[config.mk]
export PLATFORM = sky130hd
export DESIGN_NAME = tpu_run_sequencer_flat
export DESIGN_NICKNAME = d
export VERILOG_FILES = /design/src/rtl/tpu_pkg.sv /design/src/rtl/tpu_run_sequencer_if.sv /design/src/rtl/tpu_seq_addr_gen.sv /design/src/rtl/tpu_run_sequencer.sv /design/src/flat_wrapper.sv
export SDC_FILE = /design/constraint.sdc
export NUM_CORES = 1
export LEC_CHECK = 0
export CAP_MARGIN = 10
export CORE_ASPECT_RATIO = 2
export CORE_UTILIZATION = 35
export CTS_CLUSTER_SIZE = 30
export DETAILED_ROUTE_END_ITERATION = 10
export DONT_BUFFER_PORTS = 1
export PLACE_DENSITY_LB_ADDON = 0.08
export SETUP_SLACK_MARGIN = 0.05
export SYNTH_ARGS = -nofsm -noshare
export SYNTH_HDL_FRONTEND = slang
export SYNTH_HIERARCHICAL = 1
export SYNTH_SLANG_ARGS = --single-unit
[constraint.sdc]
create_clock -name clk -period 2.5 [get_ports clk]
set_clock_uncertainty 0.1 [all_clocks]
set_input_delay 0.375 -clock clk [delete_from_list [all_inputs] [get_ports clk]]
set_output_delay 0.375 -clock clk [all_outputs]
set_load 0.02 [all_outputs]
[src/rtl/tpu_pkg.sv]
// Shared definitions for the TPU run sequencer: the state encoding and the
// default widths used by the top, the bus interface and the bench.
package tpu_pkg;

  localparam int unsigned DATA_W_DEF = 64;
  localparam int unsigned ADDR_W_DEF = 4;
  localparam int unsigned CNT_W_DEF  = 8;

  typedef enum logic [2:0] {
    S_IDLE,
    S_LOAD,
    S_SETTLE,
    S_START,
    S_WAIT,
    S_DONE
  } state_e;

endpackage

[src/rtl/tpu_run_sequencer_if.sv]
// Weight-stream and weight-memory write bus of the run sequencer.
//   in_valid/in_ready/in_data : host weight stream (valid/ready handshake)
//   mem_we/mem_ch/mem_addr/mem_wdata : write port toward the MM weight memories
// master = sequencer side, slave = host/memory side.
interface tpu_run_sequencer_if
  import tpu_pkg::*;
#(
  parameter int unsigned NUM_CH = 2,
  parameter int unsigned DATA_W = DATA_W_DEF,
  parameter int unsigned ADDR_W = ADDR_W_DEF
);
  logic              in_valid;
  logic              in_ready;
  logic [DATA_W-1:0] in_data;
  logic              mem_we;
  logic [NUM_CH-1:0] mem_ch;
  logic [ADDR_W-1:0] mem_addr;
  logic [DATA_W-1:0] mem_wdata;

  modport master (
    input  in_valid, in_data,
    output in_ready, mem_we, mem_ch, mem_addr, mem_wdata
  );

  modport slave (
    output in_valid, in_data,
    input  in_ready, mem_we, mem_ch, mem_addr, mem_wdata
  );
endinterface

[src/rtl/tpu_seq_addr_gen.sv]
// Channel/address counter for channel-major weight loading.
//   clr    : return to ch0/addr0
//   adv    : step to the next word (addr wraps at WORDS-1, then ch steps)
//   ch     : current channel index
//   addr   : current word address
//   last_c : current position is the final word of the final channel
module tpu_seq_addr_gen #(
  parameter int unsigned NUM_CH = 2,
  parameter int unsigned WORDS  = 2,
  parameter int unsigned ADDR_W = 4,
  parameter int unsigned CH_W   = 1
) (
  input  logic              clk,
  input  logic              rst,
  input  logic              clr,
  input  logic              adv,
  output logic [CH_W-1:0]   ch,
  output logic [ADDR_W-1:0] addr,
  output logic              last_c
);
  logic [CH_W-1:0]   ch_q, ch_d;
  logic [ADDR_W-1:0] addr_q, addr_d;
  logic              addr_wrap_c;

  assign last_c = (ch_q == CH_W'(NUM_CH - 1)) && addr_wrap_c;
  assign ch     = ch_q;
  assign addr   = addr_q;

  // Next position; clear has priority over advance.
  always_comb begin
    ch_d        = ch_q;
    addr_d      = addr_q;
    addr_wrap_c = (addr_q == ADDR_W'(WORDS - 1));
    if (clr) begin
      ch_d   = '0;
      addr_d = '0;
    end else if (adv) begin
      if (addr_wrap_c) begin
        addr_d = '0;
        ch_d   = last_c ? '0 : ch_q + 1'b1;
      end else begin
        addr_d = addr_q + 1'b1;
      end
    end
  end

  always_ff @(posedge clk or negedge rst) begin
    if (!rst) begin
      ch_q   <= '0;
      addr_q <= '0;
    end else begin
      ch_q   <= ch_d;
      addr_q <= addr_d;
    end
  end
endmodule

[src/rtl/tpu_run_sequencer.sv]
// TPU run sequencer: loads NUM_CH x WORDS weight words into the weight
// memories (channel-major), pulses start for START_CYC cycles, then waits
// for tpu_ready with a TIMEOUT bound and reports done/timed_out/run_cycles.
//   clk, rst (async, active-low)
//   go, skip_load     : run request (sampled in IDLE), weight reuse request
//   bus (master)      : weight stream in, memory write port out
//   start, tpu_ready  : TPU handshake
//   busy, done, timed_out, run_cycles : status
// Optional feature macro: TPU_SEQ_SKIP_LOAD_EN (go with skip_load bypasses LOAD).
module tpu_run_sequencer
  import tpu_pkg::*;
#(
  parameter int unsigned NUM_CH    = 2,
  parameter int unsigned WORDS     = 2,
  parameter int unsigned DATA_W    = DATA_W_DEF,
  parameter int unsigned ADDR_W    = ADDR_W_DEF,
  parameter int unsigned START_CYC = 2,
  parameter int unsigned TIMEOUT   = 20,
  parameter int unsigned CNT_W     = CNT_W_DEF
) (
  input  logic                clk,
  input  logic                rst,
  input  logic                go,
  input  logic                skip_load,
  tpu_run_sequencer_if.master bus,
  output logic                start,
  input  logic                tpu_ready,
  output logic                busy,
  output logic                done,
  output logic                timed_out,
  output logic [CNT_W-1:0]    run_cycles
);
  localparam int unsigned CH_W = (NUM_CH > 1) ? $clog2(NUM_CH) : 1;
  localparam int unsigned SC_W = (START_CYC > 1) ? $clog2(START_CYC) : 1;

  state_e            state_q, state_d;
  logic [SC_W-1:0]   sc_q, sc_d;
  logic [CNT_W-1:0]  run_cycles_q, run_cycles_d;
  logic              timed_out_q, timed_out_d;
  logic              in_ready_q, in_ready_d;
  logic              mem_we_q, mem_we_d;
  logic [NUM_CH-1:0] mem_ch_q, mem_ch_d;
  logic [ADDR_W-1:0] mem_addr_q, mem_addr_d;
  logic [DATA_W-1:0] mem_wdata_q, mem_wdata_d;
  logic              start_q, start_d;
  logic              busy_q, busy_d;
  logic              done_q, done_d;
  logic              accept_c;
  logic              ag_clr, ag_adv, ag_last;
  logic [CH_W-1:0]   ag_ch;
  logic [ADDR_W-1:0] ag_addr;

`ifndef TPU_SEQ_SKIP_LOAD_EN
  logic skip_load_unused;
  assign skip_load_unused = skip_load;
`endif

  tpu_seq_addr_gen #(
    .NUM_CH (NUM_CH),
    .WORDS  (WORDS),
    .ADDR_W (ADDR_W),
    .CH_W   (CH_W)
  ) u_addr_gen (
    .clk    (clk),
    .rst    (rst),
    .clr    (ag_clr),
    .adv    (ag_adv),
    .ch     (ag_ch),
    .addr   (ag_addr),
    .last_c (ag_last)
  );

  // Next state, counters and registered-output next values.
  always_comb begin
    state_d      = state_q;
    sc_d         = sc_q;
    run_cycles_d = run_cycles_q;
    timed_out_d  = timed_out_q;
    mem_we_d     = 1'b0;
    mem_ch_d     = mem_ch_q;
    mem_addr_d   = mem_addr_q;
    mem_wdata_d  = mem_wdata_q;
    ag_clr       = 1'b0;
    ag_adv       = 1'b0;
    accept_c     = bus.in_valid & in_ready_q;

    unique case (state_q)
      S_IDLE: begin
        if (go) begin
          ag_clr       = 1'b1;
          sc_d         = '0;
          run_cycles_d = '0;
          timed_out_d  = 1'b0;
`ifdef TPU_SEQ_SKIP_LOAD_EN
          state_d = skip_load ? S_START : S_LOAD;
`else
          state_d = S_LOAD;
`endif
        end
      end
      S_LOAD: begin
        if (accept_c) begin
          mem_we_d    = 1'b1;
          mem_ch_d    = NUM_CH'(1) << ag_ch;
          mem_addr_d  = ag_addr;
          mem_wdata_d = bus.in_data;
          ag_adv      = 1'b1;
          if (ag_last) state_d = S_SETTLE;
        end
      end
      // The final write lands here, so start can never overlap a write.
      S_SETTLE: state_d = S_START;
      S_START: begin
        if (sc_q == SC_W'(START_CYC - 1)) state_d = S_WAIT;
        else                              sc_d    = sc_q + 1'b1;
      end
      // Ready is checked before the timeout so a ready on the last cycle wins.
      S_WAIT: begin
        run_cycles_d = run_cycles_q + 1'b1;
        if (tpu_ready) begin
          state_d     = S_DONE;
          timed_out_d = 1'b0;
        end else if (run_cycles_d == CNT_W'(TIMEOUT)) begin
          state_d     = S_DONE;
          timed_out_d = 1'b1;
        end
      end
      S_DONE:  state_d = S_IDLE;
      default: state_d = S_IDLE;
    endcase

    // Status outputs registered so they line up with the state register.
    in_ready_d = (state_d == S_LOAD);
    start_d    = (state_d == S_START);
    busy_d     = (state_d != S_IDLE);
    done_d     = (state_d == S_DONE);
  end

  always_ff @(posedge clk or negedge rst) begin
    if (!rst) begin
      state_q      <= S_IDLE;
      sc_q         <= '0;
      run_cycles_q <= '0;
      timed_out_q  <= 1'b0;
      in_ready_q   <= 1'b0;
      mem_we_q     <= 1'b0;
      mem_ch_q     <= '0;
      mem_addr_q   <= '0;
      mem_wdata_q  <= '0;
      start_q      <= 1'b0;
      busy_q       <= 1'b0;
      done_q       <= 1'b0;
    end else begin
      state_q      <= state_d;
      sc_q         <= sc_d;
      run_cycles_q <= run_cycles_d;
      timed_out_q  <= timed_out_d;
      in_ready_q   <= in_ready_d;
      mem_we_q     <= mem_we_d;
      mem_ch_q     <= mem_ch_d;
      mem_addr_q   <= mem_addr_d;
      mem_wdata_q  <= mem_wdata_d;
      start_q      <= start_d;
      busy_q       <= busy_d;
      done_q       <= done_d;
    end
  end

  assign bus.in_ready  = in_ready_q;
  assign bus.mem_we    = mem_we_q;
  assign bus.mem_ch    = mem_ch_q;
  assign bus.mem_addr  = mem_addr_q;
  assign bus.mem_wdata = mem_wdata_q;
  assign start         = start_q;
  assign busy          = busy_q;
  assign done          = done_q;
  assign timed_out     = timed_out_q;
  assign run_cycles    = run_cycles_q;
endmodule

[src/flat_wrapper.sv]
// flat-port wrapper written by rule: the top's interface ports become plain ports
module tpu_run_sequencer_flat import tpu_pkg::*;
#(
  parameter int unsigned NUM_CH    = 2,
  parameter int unsigned WORDS     = 2,
  parameter int unsigned DATA_W    = DATA_W_DEF,
  parameter int unsigned ADDR_W    = ADDR_W_DEF,
  parameter int unsigned START_CYC = 2,
  parameter int unsigned TIMEOUT   = 20,
  parameter int unsigned CNT_W     = CNT_W_DEF
)
  (clk, rst, go, skip_load, start, tpu_ready, busy, done, timed_out, run_cycles, bus_in_valid, bus_in_data, bus_in_ready, bus_mem_we, bus_mem_ch, bus_mem_addr, bus_mem_wdata);
  tpu_run_sequencer_if #(.NUM_CH(NUM_CH), .DATA_W(DATA_W), .ADDR_W(ADDR_W)) bus_i ();
  input  logic clk;
  input  logic rst;
  input  logic go;
  input  logic skip_load;
  output logic start;
  input  logic tpu_ready;
  output logic busy;
  output logic done;
  output logic timed_out;
  output logic [CNT_W-1:0] run_cycles;
  input wire logic [$bits(bus_i.in_valid)-1:0] bus_in_valid;
  input wire logic [$bits(bus_i.in_data)-1:0] bus_in_data;
  output wire logic [$bits(bus_i.in_ready)-1:0] bus_in_ready;
  output wire logic [$bits(bus_i.mem_we)-1:0] bus_mem_we;
  output wire logic [$bits(bus_i.mem_ch)-1:0] bus_mem_ch;
  output wire logic [$bits(bus_i.mem_addr)-1:0] bus_mem_addr;
  output wire logic [$bits(bus_i.mem_wdata)-1:0] bus_mem_wdata;
  assign bus_i.in_valid = bus_in_valid;
  assign bus_i.in_data = bus_in_data;
  assign bus_in_ready = bus_i.in_ready;
  assign bus_mem_we = bus_i.mem_we;
  assign bus_mem_ch = bus_i.mem_ch;
  assign bus_mem_addr = bus_i.mem_addr;
  assign bus_mem_wdata = bus_i.mem_wdata;
  tpu_run_sequencer #(.NUM_CH(NUM_CH), .WORDS(WORDS), .DATA_W(DATA_W), .ADDR_W(ADDR_W), .START_CYC(START_CYC), .TIMEOUT(TIMEOUT), .CNT_W(CNT_W)) u_core (.clk(clk), .rst(rst), .go(go), .skip_load(skip_load), .bus(bus_i), .start(start), .tpu_ready(tpu_ready), .busy(busy), .done(done), .timed_out(timed_out), .run_cycles(run_cycles));
endmodule
==> results.toml <==
[power]
p_per_area_nw_per_um2 = 1450
total_power_mw = 6.202
vdd_drop_max_mv = 0.4333
p_leak_nw = 1.859

[global_routing]
track_usage_pct = 14.89
grt_pass1_wl_um = 12190
antenna_found_initial = 1
grt_max_degree = 94
grt_overflow = 0
grt_pass1_vias = 2248

[placement]
gp_congestion = 0.7546
io_buffers = 0
hpwl_um = 5649
dpl.cell_count = 398

[clock_tree]
clk_latency_ns = 0.33
cts_made_buffers = 9
clk_transition_reported_paths_ns = 0.07
clk_path_buf_depth = 2
cts_tree = "yes"
htreeDepth = 3
clock-sinks = 93
root_buffer = "clkbuf_16"

[floorplanning]
dieArea_um2 = 11310
die_h_um = 149.4
core_area_um2 = 10540
start_util_pct = 36.06
pin_count = 154
die_x_um = 75.70
rows = 53

[sta]
period_share_pct = 77.68
rsz0062_at_grt = "no"
min_period_ns = 1.942
drv_slew = 0
hold_violations = 93
max_freq_mhz = 514.9
worst_slew_pin_slew_ns = 0.5509
fin_tns_setup_ns = 0
finalSetupViolations = 0
slew_headroom_pct = 62.88
whs_ns = -0.3750

[setup_path]
crit_slowest_cell = "or4b_1"
cpPeakStageDelay_ns = 0.63
cp_num_buf_inv = 1
crit_type = "reg2reg"
critPathTopFamily = "simple AND/OR/NAND/NOR gates"
crit_arrival_ns = 2.06
crit_fanout = 10
cp_data_required_time_ns = 2.62
cp-end-kind = "register"
start_kind = "register"
cp.depth = 4
r2r_cells = 4
cp_cell_sequence = "or4b_1 -> inv_1 -> and4bb_2 -> a22o_1"

[yosys]
synth.largest_area_cell = "dfrtp_1"
async_flop_share_pct = 100.0
synth_cells = 267
avgSynthCellArea_um2 = 14.24
yosys_warnings = 6
syn_area_um2 = 3802
synth.top_cell.area_share_pct = 61.20
synth-edff-count = 0
yosys-top-cells-area = "dfrtp_1 (61%), mux2_1 (20%), buf_2 (1.3%), nor3b_1 (1.2%), ha_1 (0.99%)"
synth.net_count = 340
synth_most_common_cell = "dfrtp_1"
synth-seq-cells = 93
synth_top_flop_cell = "dfrtp_1"
synth_common_cells = "dfrtp_1 (93), mux2_1 (68), buf_2 (10), nand2_1 (10)"
seq_area_frac_synth_pct = 61.20
ys_types = 43

[final_layout]
area_delta_synth_final_pct = 12.47
fin_util_pct = 40.56
fin_cells = 416
num-nets-final = 345
drive_gt1_share_pct = 10.11

[routing]
vias = 2178
first_pass_iters = 4
drt-total-wl_um = 7934
ant_nets = 0
drt_iter0_drc = 98
routed_via_density = 5.236
wire_per_inst_um = 19.07
drc = 0

[run_status]
status = "finished with violations"
violations = "negative hold slack"

[worst_hold_path]
holdCritPathClass = "in2async"

[flow_run]
max_cap_viol_count = 0
-- cell families after synthesis --
logic type | share of synthesized area (%)
compound gates | 5.002
buf+inv | 2.304
fa+ha+maj | 0.9873
mux | 21.91
flops | 61.20
simple gates | 8.589
-- final timing paths --
kind / startpoint / endpoint / slack [ns]
setup / recovery: u_core/state_q[0] / u_core/u_addr_gen/addr[2] / 0.56
hold / removal: rst / u_core/bus.mem_wdata[12] / -0.38
setup reg to reg: u_core/state_q[0] / u_core/u_addr_gen/addr[2] / 0.56
hold reg to reg: u_core/u_addr_gen/ch / u_core/bus.mem_ch[0] / 0.42
max in group asynchronous: rst / u_core/bus.in_ready / 2.54
min in group clk: tpu_ready / u_core/timed_out / 0.01
-- flip-flops by register name, indices dropped and copies added, names as in the netlist --
signal / count
u_core/bus.mem_wdata: 64
u_core/run_cycles: 8
u_core/bus.mem_addr: 4
u_core/u_addr_gen/addr: 4
u_core/state_q: 3
u_core/bus.mem_ch: 2
u_core/bus.in_ready: 1
u_core/bus.mem_we: 1
u_core/busy: 1
u_core/done: 1
u_core/sc_q: 1
u_core/start: 1
u_core/timed_out: 1
u_core/u_addr_gen/ch: 1
-- cells in the final DEF, fill, tap and decap left out, types with 4 or more instances in the layout --
cell / n
nand2_1: 10
a21oi_1: 7
dfrtp_1: 93
o21ai_0: 6
nor3b_1: 6
clkbuf_16: 9
buf_4: 6
nor2b_1: 4
nor2_1: 7
inv_1: 5
mux2_1: 68
-- layout make-up --
cell class / instances / area, um^2
timing repair buffer: 7 / 65.06
fill: 996 / 6267
sequential: 93 / 2327
antenna: 2 / 5.005
clock buffer: 11 / 232.7
tap: 137 / 171.4
clock inverter: 5 / 60.06
inverter: 5 / 18.77
multi-input combinational: 156 / 1396
-- per-layer routing --
| metal | GRT usage, % | share of wire [%] |
|---|---|---|
| met1 | 15.95 | 35 |
| met2 | 25.76 | 56 |
| met3 | 4.054 | 6.7 |
| met4 | 7.685 | 2.7 |
| met5 | 0 | 0 |
-- metrics by stage --
stage	setup slack (ns)	instance area (um^2)
finish	0.5579	4277
global route	0.3423	4274
CTS	0.5170	4272
detailed placement	0.5341	3979
global placement	0.5399	3979
floorplan	0.6115	3802
-- where the power goes --
part / internal (mW) / switching (mW) / leakage, nW
clock: 0.780 / 0.567 / 0.140
sequential: 2.20 / 1.31 / 1.12
combinational: 0.718 / 0.625 / 0.598
-- what timing repair did --
action,in CTS,in global routing
endpoints found under the hold margin,93,93
gates resized for setup,0,0
setup buffers,0,0
Note: power is estimated with default switching activity, not from simulation.
